**src/rtl/dm_arb_pkg.sv**
```systemverilog
// Shared types for the data-memory arbiter between the core and the host port.
// Optional statistics counters are enabled by defining DM_ARB_STATS_EN.
package dm_arb_pkg;

    localparam int DM_AW = 8;
    localparam int DM_DW = 8;

    typedef enum logic [0:0] {ARB, HOST_LOCK} arb_state_t;

    typedef struct packed {
        logic             wen;
        logic [DM_AW-1:0] addr;
        logic [DM_DW-1:0] wdata;
    } mem_req_t;

    localparam mem_req_t MEM_IDLE = '0;

endpackage

```
**src/rtl/dm_arb_starve.sv**
```systemverilog
// Host starvation counter: counts consecutive denied host cycles, saturating
// at HOST_MAX_WAIT, and flags when the host must win the next arbitration.
module dm_arb_starve #(
    parameter int HOST_MAX_WAIT = 4
) (
    input  logic clk,
    input  logic reset,
    input  logic host_req,
    input  logic host_gnt,
    input  logic hold,
    output logic starved
);

    localparam logic [3:0] MAX_WAIT = 4'(HOST_MAX_WAIT);

    logic [3:0] cnt;

    always_ff @(posedge clk) begin
        if (reset) begin
            cnt <= '0;
        end else if (!hold) begin
            if (host_gnt || !host_req) begin
                cnt <= '0;
            end else if (cnt != MAX_WAIT) begin
                cnt <= cnt + 4'd1;
            end
        end
    end

    assign starved = (cnt == MAX_WAIT);

endmodule

```
**src/rtl/dm_arbiter.sv**
```systemverilog
// Data-memory arbiter: core has fixed priority with host starvation relief,
// plus a host lock mode. Define DM_ARB_STATS_EN for transfer statistics.
module dm_arbiter
    import dm_arb_pkg::*;
#(
    parameter int AW            = DM_AW,
    parameter int DW            = DM_DW,
    parameter int HOST_MAX_WAIT = 4
) (
    input  logic          clk,
    input  logic          reset,
    input  logic          core_req,
    input  logic          core_wen,
    input  logic [AW-1:0] core_addr,
    input  logic [DW-1:0] core_wdata,
    output logic          core_gnt,
    output logic          core_rvalid,
    output logic [DW-1:0] core_rdata,
    input  logic          host_req,
    input  logic          host_wen,
    input  logic [AW-1:0] host_addr,
    input  logic [DW-1:0] host_wdata,
    input  logic          host_lock,
    output logic          host_gnt,
    output logic          host_rvalid,
    output logic [DW-1:0] host_rdata,
    output logic          mem_wen,
    output logic [AW-1:0] mem_addr,
    output logic [DW-1:0] mem_wdata,
    input  logic [DW-1:0] mem_rdata
`ifdef DM_ARB_STATS_EN
    ,
    output logic [15:0]   stat_core_cnt,
    output logic [15:0]   stat_host_cnt,
    output logic [15:0]   stat_conflict_cnt
`endif
);

    arb_state_t state;
    arb_state_t state_nxt;
    logic       starved;
    mem_req_t   sel;

    dm_arb_starve #(
        .HOST_MAX_WAIT(HOST_MAX_WAIT)
    ) u_starve (
        .clk     (clk),
        .reset   (reset),
        .host_req(host_req),
        .host_gnt(host_gnt),
        .hold    (state == HOST_LOCK),
        .starved (starved)
    );

    always_ff @(posedge clk) begin
        if (reset) begin
            state <= ARB;
        end else begin
            state <= state_nxt;
        end
    end

    // Grants are held low for the whole reset cycle.
    always_comb begin
        core_gnt  = 1'b0;
        host_gnt  = 1'b0;
        state_nxt = state;
        if (!reset) begin
            unique case (state)
                ARB: begin
                    if (host_req && starved) begin
                        host_gnt = 1'b1;
                    end else if (core_req) begin
                        core_gnt = 1'b1;
                    end else if (host_req) begin
                        host_gnt = 1'b1;
                    end
                    if (host_gnt && host_lock) begin
                        state_nxt = HOST_LOCK;
                    end
                end
                HOST_LOCK: begin
                    host_gnt = host_req;
                    if (!host_lock) begin
                        state_nxt = ARB;
                    end
                end
                default: state_nxt = ARB;
            endcase
        end
    end

    always_comb begin
        sel = MEM_IDLE;
        if (core_gnt) begin
            sel = '{wen: core_wen, addr: core_addr, wdata: core_wdata};
        end else if (host_gnt) begin
            sel = '{wen: host_wen, addr: host_addr, wdata: host_wdata};
        end
    end

    assign mem_wen   = sel.wen;
    assign mem_addr  = sel.addr;
    assign mem_wdata = sel.wdata;

    always_ff @(posedge clk) begin
        if (reset) begin
            core_rvalid <= 1'b0;
            host_rvalid <= 1'b0;
        end else begin
            core_rvalid <= core_req && core_gnt && !core_wen;
            host_rvalid <= host_req && host_gnt && !host_wen;
        end
    end

    assign core_rdata = core_rvalid ? mem_rdata : '0;
    assign host_rdata = host_rvalid ? mem_rdata : '0;

`ifdef DM_ARB_STATS_EN
    always_ff @(posedge clk) begin
        if (reset) begin
            stat_core_cnt     <= '0;
            stat_host_cnt     <= '0;
            stat_conflict_cnt <= '0;
        end else begin
            if (core_req && core_gnt && stat_core_cnt != 16'hFFFF) begin
                stat_core_cnt <= stat_core_cnt + 16'd1;
            end
            if (host_req && host_gnt && stat_host_cnt != 16'hFFFF) begin
                stat_host_cnt <= stat_host_cnt + 16'd1;
            end
            if (core_req && host_req && stat_conflict_cnt != 16'hFFFF) begin
                stat_conflict_cnt <= stat_conflict_cnt + 16'd1;
            end
        end
    end
`endif

endmodule
```
**config.mk**
```make
export PLATFORM = sky130hd
export DESIGN_NAME = dm_arbiter
export DESIGN_NICKNAME = d
export VERILOG_FILES = /design/src/rtl/dm_arb_pkg.sv /design/src/rtl/dm_arb_starve.sv /design/src/rtl/dm_arbiter.sv
export SDC_FILE = /design/constraint.sdc
export NUM_CORES = 1
export LEC_CHECK = 0
export ABC_AREA = 0
export CAP_MARGIN = 20
export CORE_UTILIZATION = 24
export CTS_CLUSTER_SIZE = 16
export DETAILED_ROUTE_END_ITERATION = 6
export PLACE_DENSITY = 0.69
export SKIP_CTS_REPAIR_TIMING = 1
export SYNTH_ARGS = -nofsm -noshare
export SYNTH_HDL_FRONTEND = slang
export SYNTH_SLANG_ARGS = --single-unit
```
**constraint.sdc**
```tcl
create_clock -name clk -period 4.8 [get_ports clk]
set_input_delay 1.44 -clock clk [delete_from_list [all_inputs] [get_ports clk]]
set_output_delay 1.44 -clock clk [all_outputs]
set_load 0.02 [all_outputs]
```
Word-level counts from Yosys, hierarchy flattened
Index checks and enable logic that the tools add are counted.

Equal/unequal tests: 2. Bitwise operators: 1. Multiplexer cells: 20. Add/subtract/negate cells: 1. Reductions and logical operators: 12.

Operators with widths (number): $mux W17 (2); $mux W8 (2); $mux W1 (12); $mux W4 (2); $logic_and A1 B1 Y1 (6); $add A4 B1 Y4 const B (1); $eq A4 B3 Y1 const B (1); $ne A4 B3 Y1 const B (1); $pmux W1 S2 (2); $logic_not A1 Y1 (3); $reduce_and A2 Y1 (1); $reduce_bool A2 Y1 (1); $logic_or A1 B1 Y1 (1); $not A1 Y1 (1).

Register bits: 7. Logic and storage cells: 40.

Longest topological paths before layout
Gate-level depths: netlist (run 1).

Depth in word-level cells: 10. Depth in mapped cells: 8. Gate-level depth less buffers: 5.

Cells and area by module
Synthesis (run 1) repeated with hierarchy kept, for this count alone.

Cell total of the unflattened synthesis: 74. Area, all modules: 679.4 µm².

Modules (own cells, without submodules): dm_arbiter (area an instance 427.9 µm², cells each 48, seq. area each 60.1 µm², times used 1); dm_arb_starve (area an instance 251.5 µm², cells each 26, seq. area each 80.1 µm², times used 1).

Worst setup path before layout (run 1)
OpenSTA, ideal clock, no wires.

Path kind: input to output. Start: input port core_req. End: output port mem_addr[0]. Data required time: 3.360 ns. Cell stages on the path: 5. Arrival time: 2.525 ns. Slack: 0.835 ns. Path through: nand2b_1 a21o_1 buf_6 buf_6 o32ai_1.

Cells in the longest elaborated chain, start to end: 8.

RTL lines: from (decl) (RTL line dm_arbiter.sv:12) `input logic core_req,`; $mux W1 (RTL line dm_arbiter.sv:73) `end else if (core_req) begin`; $mux W1 (RTL line dm_arbiter.sv:71) `if (host_req && starved) begin`; $mux W1 (RTL line dm_arbiter.sv:69) `unique case (state)`; $mux W1 (RTL line dm_arbiter.sv:68) `if (!reset) begin`; $pmux W1 S2 (RTL line dm_arbiter.sv:69); $mux W1 (RTL line dm_arbiter.sv:68); $mux W17 (RTL line dm_arbiter.sv:97) `end else if (host_gnt) begin`; $mux W17 * (RTL line dm_arbiter.sv:95) `if (core_gnt) begin`; to (decl) (RTL line dm_arbiter.sv:28) `output logic [AW-1:0] mem_addr,`.

Every way passes the cells marked *; elsewhere a longest branch is shown, timed or not. The select of a mux whose other input is x is not followed.

Worst setup path in the final report (run 1)
Start: input port core_req. End: output port mem_addr[1].

Same word-level chain as after synthesis.

==> metrics.md, run 1 <==
| Metric | Value |
|---|---|
| H-tree depth | 1 |
| Fillers | between 300 and 400 |
| Worst r2r src | u_starve.cnt[0] |
| Worst skew pair latency | 0.25 ns |
| Worst-Margin Slew | around 0.28 ns |
| #FFs+latches synth | 7 |
| Critical Path AT | approximately 3.2 ns |
| Non-Filler Instances | 243 |
| Most common cell after layout, fill and taps aside | clkdlybuf4s50_1 |
| Die X | approximately 60 um |
| Global-route wire length before repair | 4200 um |
| Syn nets | between 150 and 200 |
| Critical path's slowest cell | clkdlybuf4s50_1 |
| Most frequent cells in the layout | clkdlybuf4s50_1, inv_1, nand2b_1 |
| CTS Buffer Depth | 2 |
| Max_cap viols | 0 |
| Initial cell density of the core | a little over a quarter |
| Total GRT Usage | between 10 and 15% |
| Finished Core Util | between 50% and 60% |
| Crit end category | output port |
| Inserted Clock Buffers | 3 |
| Initial antenna violation count | 0 |
| Die Span Y | 60.3 um |
| CP Data Required Time | between 3 and 4 ns |
| Adder-cell share of the synthesized area | 3.07% |
| Slew headroom | approximately 80% |
| Total global routing overflow | 0 |
| Top-Level Pins | 84 |
| Sequential share of the synthesized area | roughly 17% |
| Synth warnings | 0 |
| Total chip power | about 0.00024 W |
| Share of layout cells above drive strength 1 | ~5.5% |
| Hold Path Origin | u_starve.cnt[2] |
| Worst Hold Class | flop to flop |
| Synthesized netlist cell count | 114 |
| Slew Viols, Final | 0 |
| Compound-Gate Fraction of Synth Area | a little under a quarter |
| Residual DRC | 0 |
| Nets | 249 |
| Final hold viol count | 0 |
| Crit path kind | primary input to output port |
| DRT Pass-1 Iters | 4 |
| Min Clock Period, post-route | 4.67 ns |
| Post-synthesis mux area share | 0% |
| Most common cell on crit path | clkdlybuf4s50_1 |
| DR iter-0 viols | 25 |
| TritonCTS clock tree | done |
| Ant diodes | 0 |
| Largest family of logic cells by synthesized area | simple AND/OR/NAND/NOR gates |
| Pwr Density | approximately 140 nW/um^2 |
| Clock slew at reported path FFs | ~0.050 ns |
| Antenna Nets Post-Route | 0 |
| DP Wirelength | between 2000 and 2500 um |
| Fin Setup TNS | 0 ns |
| DP Area | approximately 1700 um^2 |
| CP startpoint kind | primary input |
| Syn Area/Cell | roughly 7.1 um^2 |
| Slowest stage delay, CP | approximately 0.65 ns |
| Max Freq | 214 MHz |
| Crit path cell chain | clkdlybuf4s50_1 -> nand2b_1 -> a21o_1 -> buf_4 -> o32ai_1 -> clkdlybuf4s50_1 |
| Core footprint | around 3100 um^2 |
| Synth Cell Area | 815 um^2 |
| Rows | 20 |
| Final Cycle Share | roughly 97% |
| Post-Place Cells | around 240 |
| PortBufs | 83 |
| Lkg Pwr | approximately 0.72 nW |
| Worst Setup SP | core_req |
| Status | finished clean |
| Via-per-instance ratio | around 4.6 |
| CTS Sinks | 7 |
| Layout overhead on the synthesized area | 114% |
| Routed WL | about 2700 um |
| Root buffer cell | clkbuf_4 |
| RSZ-0062 raised after global routing | false |
| Largest net degree at the start of global routing | 44 |
| Setup Skew | a little over 0.006 ns |
| Post-synthesis simple-gate area fraction | between 30 and 40% |
| Vias in the first global route | 1045 |
| Distinct cells, synth | 24 |
| Crit-path max FO | 12 |
| Xor-xnor portion of the synthesized cell area | between 1 and 1.5% |
| Routability Congestion | ~0.73 |
| Via Count | ~1100 |
| Number of setup violations in the final report | 0 |
| Fin area | roughly 1700 um^2 |
| Die area | 3630 um^2 |
| Wire length per cell | 11.0 um |
| IR drop worst, VDD | between 0.06 and 0.07 mV |
worst max-delay path: cells and delay by family:
| family | cells | cell delay (ns) |
|---|---|---|
| AOI/OAI and AO/OA | 2 | 0.41 |
| buffers and inverters | 3 | 1.30 |
| and+or+nand+nor | 1 | 0.07 |
stage by stage:
stage / hold slack, ns / setup WS, ns
2_1_floorplan: 0.472 / 0.835
3_3_place_gp: 0.499 / 0.134
3_5_place_dp: 0.516 / 0.123
4_1_cts: 0.523 / 0.109
5_1_grt: 0.568 / 0.0322
6_report: 0.524 / 0.132
per-layer routing:
layer  up-vias  wire [um]  track usage (%)
li1        558          -                -
met1       489       1020             15.5
met2        63       1320             27.8
met3         4        301             3.25
met4         0         34             6.98
met5         -          0                0
state kept, by name, summed over array words and instances (netlist names):
| name | count |
|---|---|
| u_starve.cnt | 4 |
| core_rvalid | 1 |
| host_rvalid | 1 |
| state | 1 |
worst paths after layout:
kind / to / slack [ns] / cells after the start
worst min register to register: u_starve.cnt[2] / 0.52 / 2
worst max register to register: u_starve.cnt[2] / 3.17 / 5
worst min-delay path: u_starve.cnt[2] / 0.52 / 2
worst max-delay path: mem_addr[1] / 0.13 / 6
cell type report:
class                      instances  area (um^2)  area share (%)
clock buffer                       4         26.3            1.51
inverter                          20         75.1            4.32
multi-input combinational         78          542            31.2
sequential                         7          140            8.06
tap                               44         55.1            3.17
timing repair buffer              90          901            51.8
synth_stat cells:
master    count  area, um^2
a32o_1        1        10.0
xnor2_1       1        8.76
nor3_1        3        15.0
a21o_1        1        7.51
a22o_1        1        8.76
nor4b_1       1        8.76
o21ai_0       1        5.00
nand4b_1      1        8.76
nor2_1        6        22.5
and2_1       16         100
ha_1          2        25.0
clkbuf_1      5        18.8
o21ai_2       1        8.76
and3b_1       2        17.5
nand2_1       3        11.3
a31oi_1       1        6.26
buf_6         3        33.8
o32ai_1      17         149
buf_2         1        5.00
dfxtp_1       7         140
or3_1         1        6.26
or4b_1        1        10.0
nand2b_1     18         113
inv_1        20        75.1
power breakdown:
group | leakage (nW) | switching [W] | internal (W)
combinational | 0.647 | 0.0000495 | 0.0000737
clock | 0.0150 | 0.0000204 | 0.0000316
sequential | 0.0569 | 0.00000209 | 0.0000596
kinds of logic after synthesis:
| logic type | Yosys count |
|---|---|
| AND/OR/NAND/NOR | 52 |
| XOR/XNOR | 1 |
| adder cells (fa/ha/maj) | 2 |
| flip-flops | 7 |
| AO/OA/AOI/OAI | 23 |
| buffers and inverters | 29 |
Power figures use the tool's default switching activity.
==> run 2, diff against run 1 <==
--- a/config.mk
+++ b/config.mk
@@ -10,6 +10,7 @@
 export CORE_UTILIZATION = 24
 export CTS_CLUSTER_SIZE = 16
 export DETAILED_ROUTE_END_ITERATION = 6
+export HOLD_SLACK_MARGIN = 0.12
 export PLACE_DENSITY = 0.69
 export SKIP_CTS_REPAIR_TIMING = 1
 export SYNTH_ARGS = -nofsm -noshare
==> results of run 2 <==
The final DEF is identical to that of run 1; final timing and power are the same.
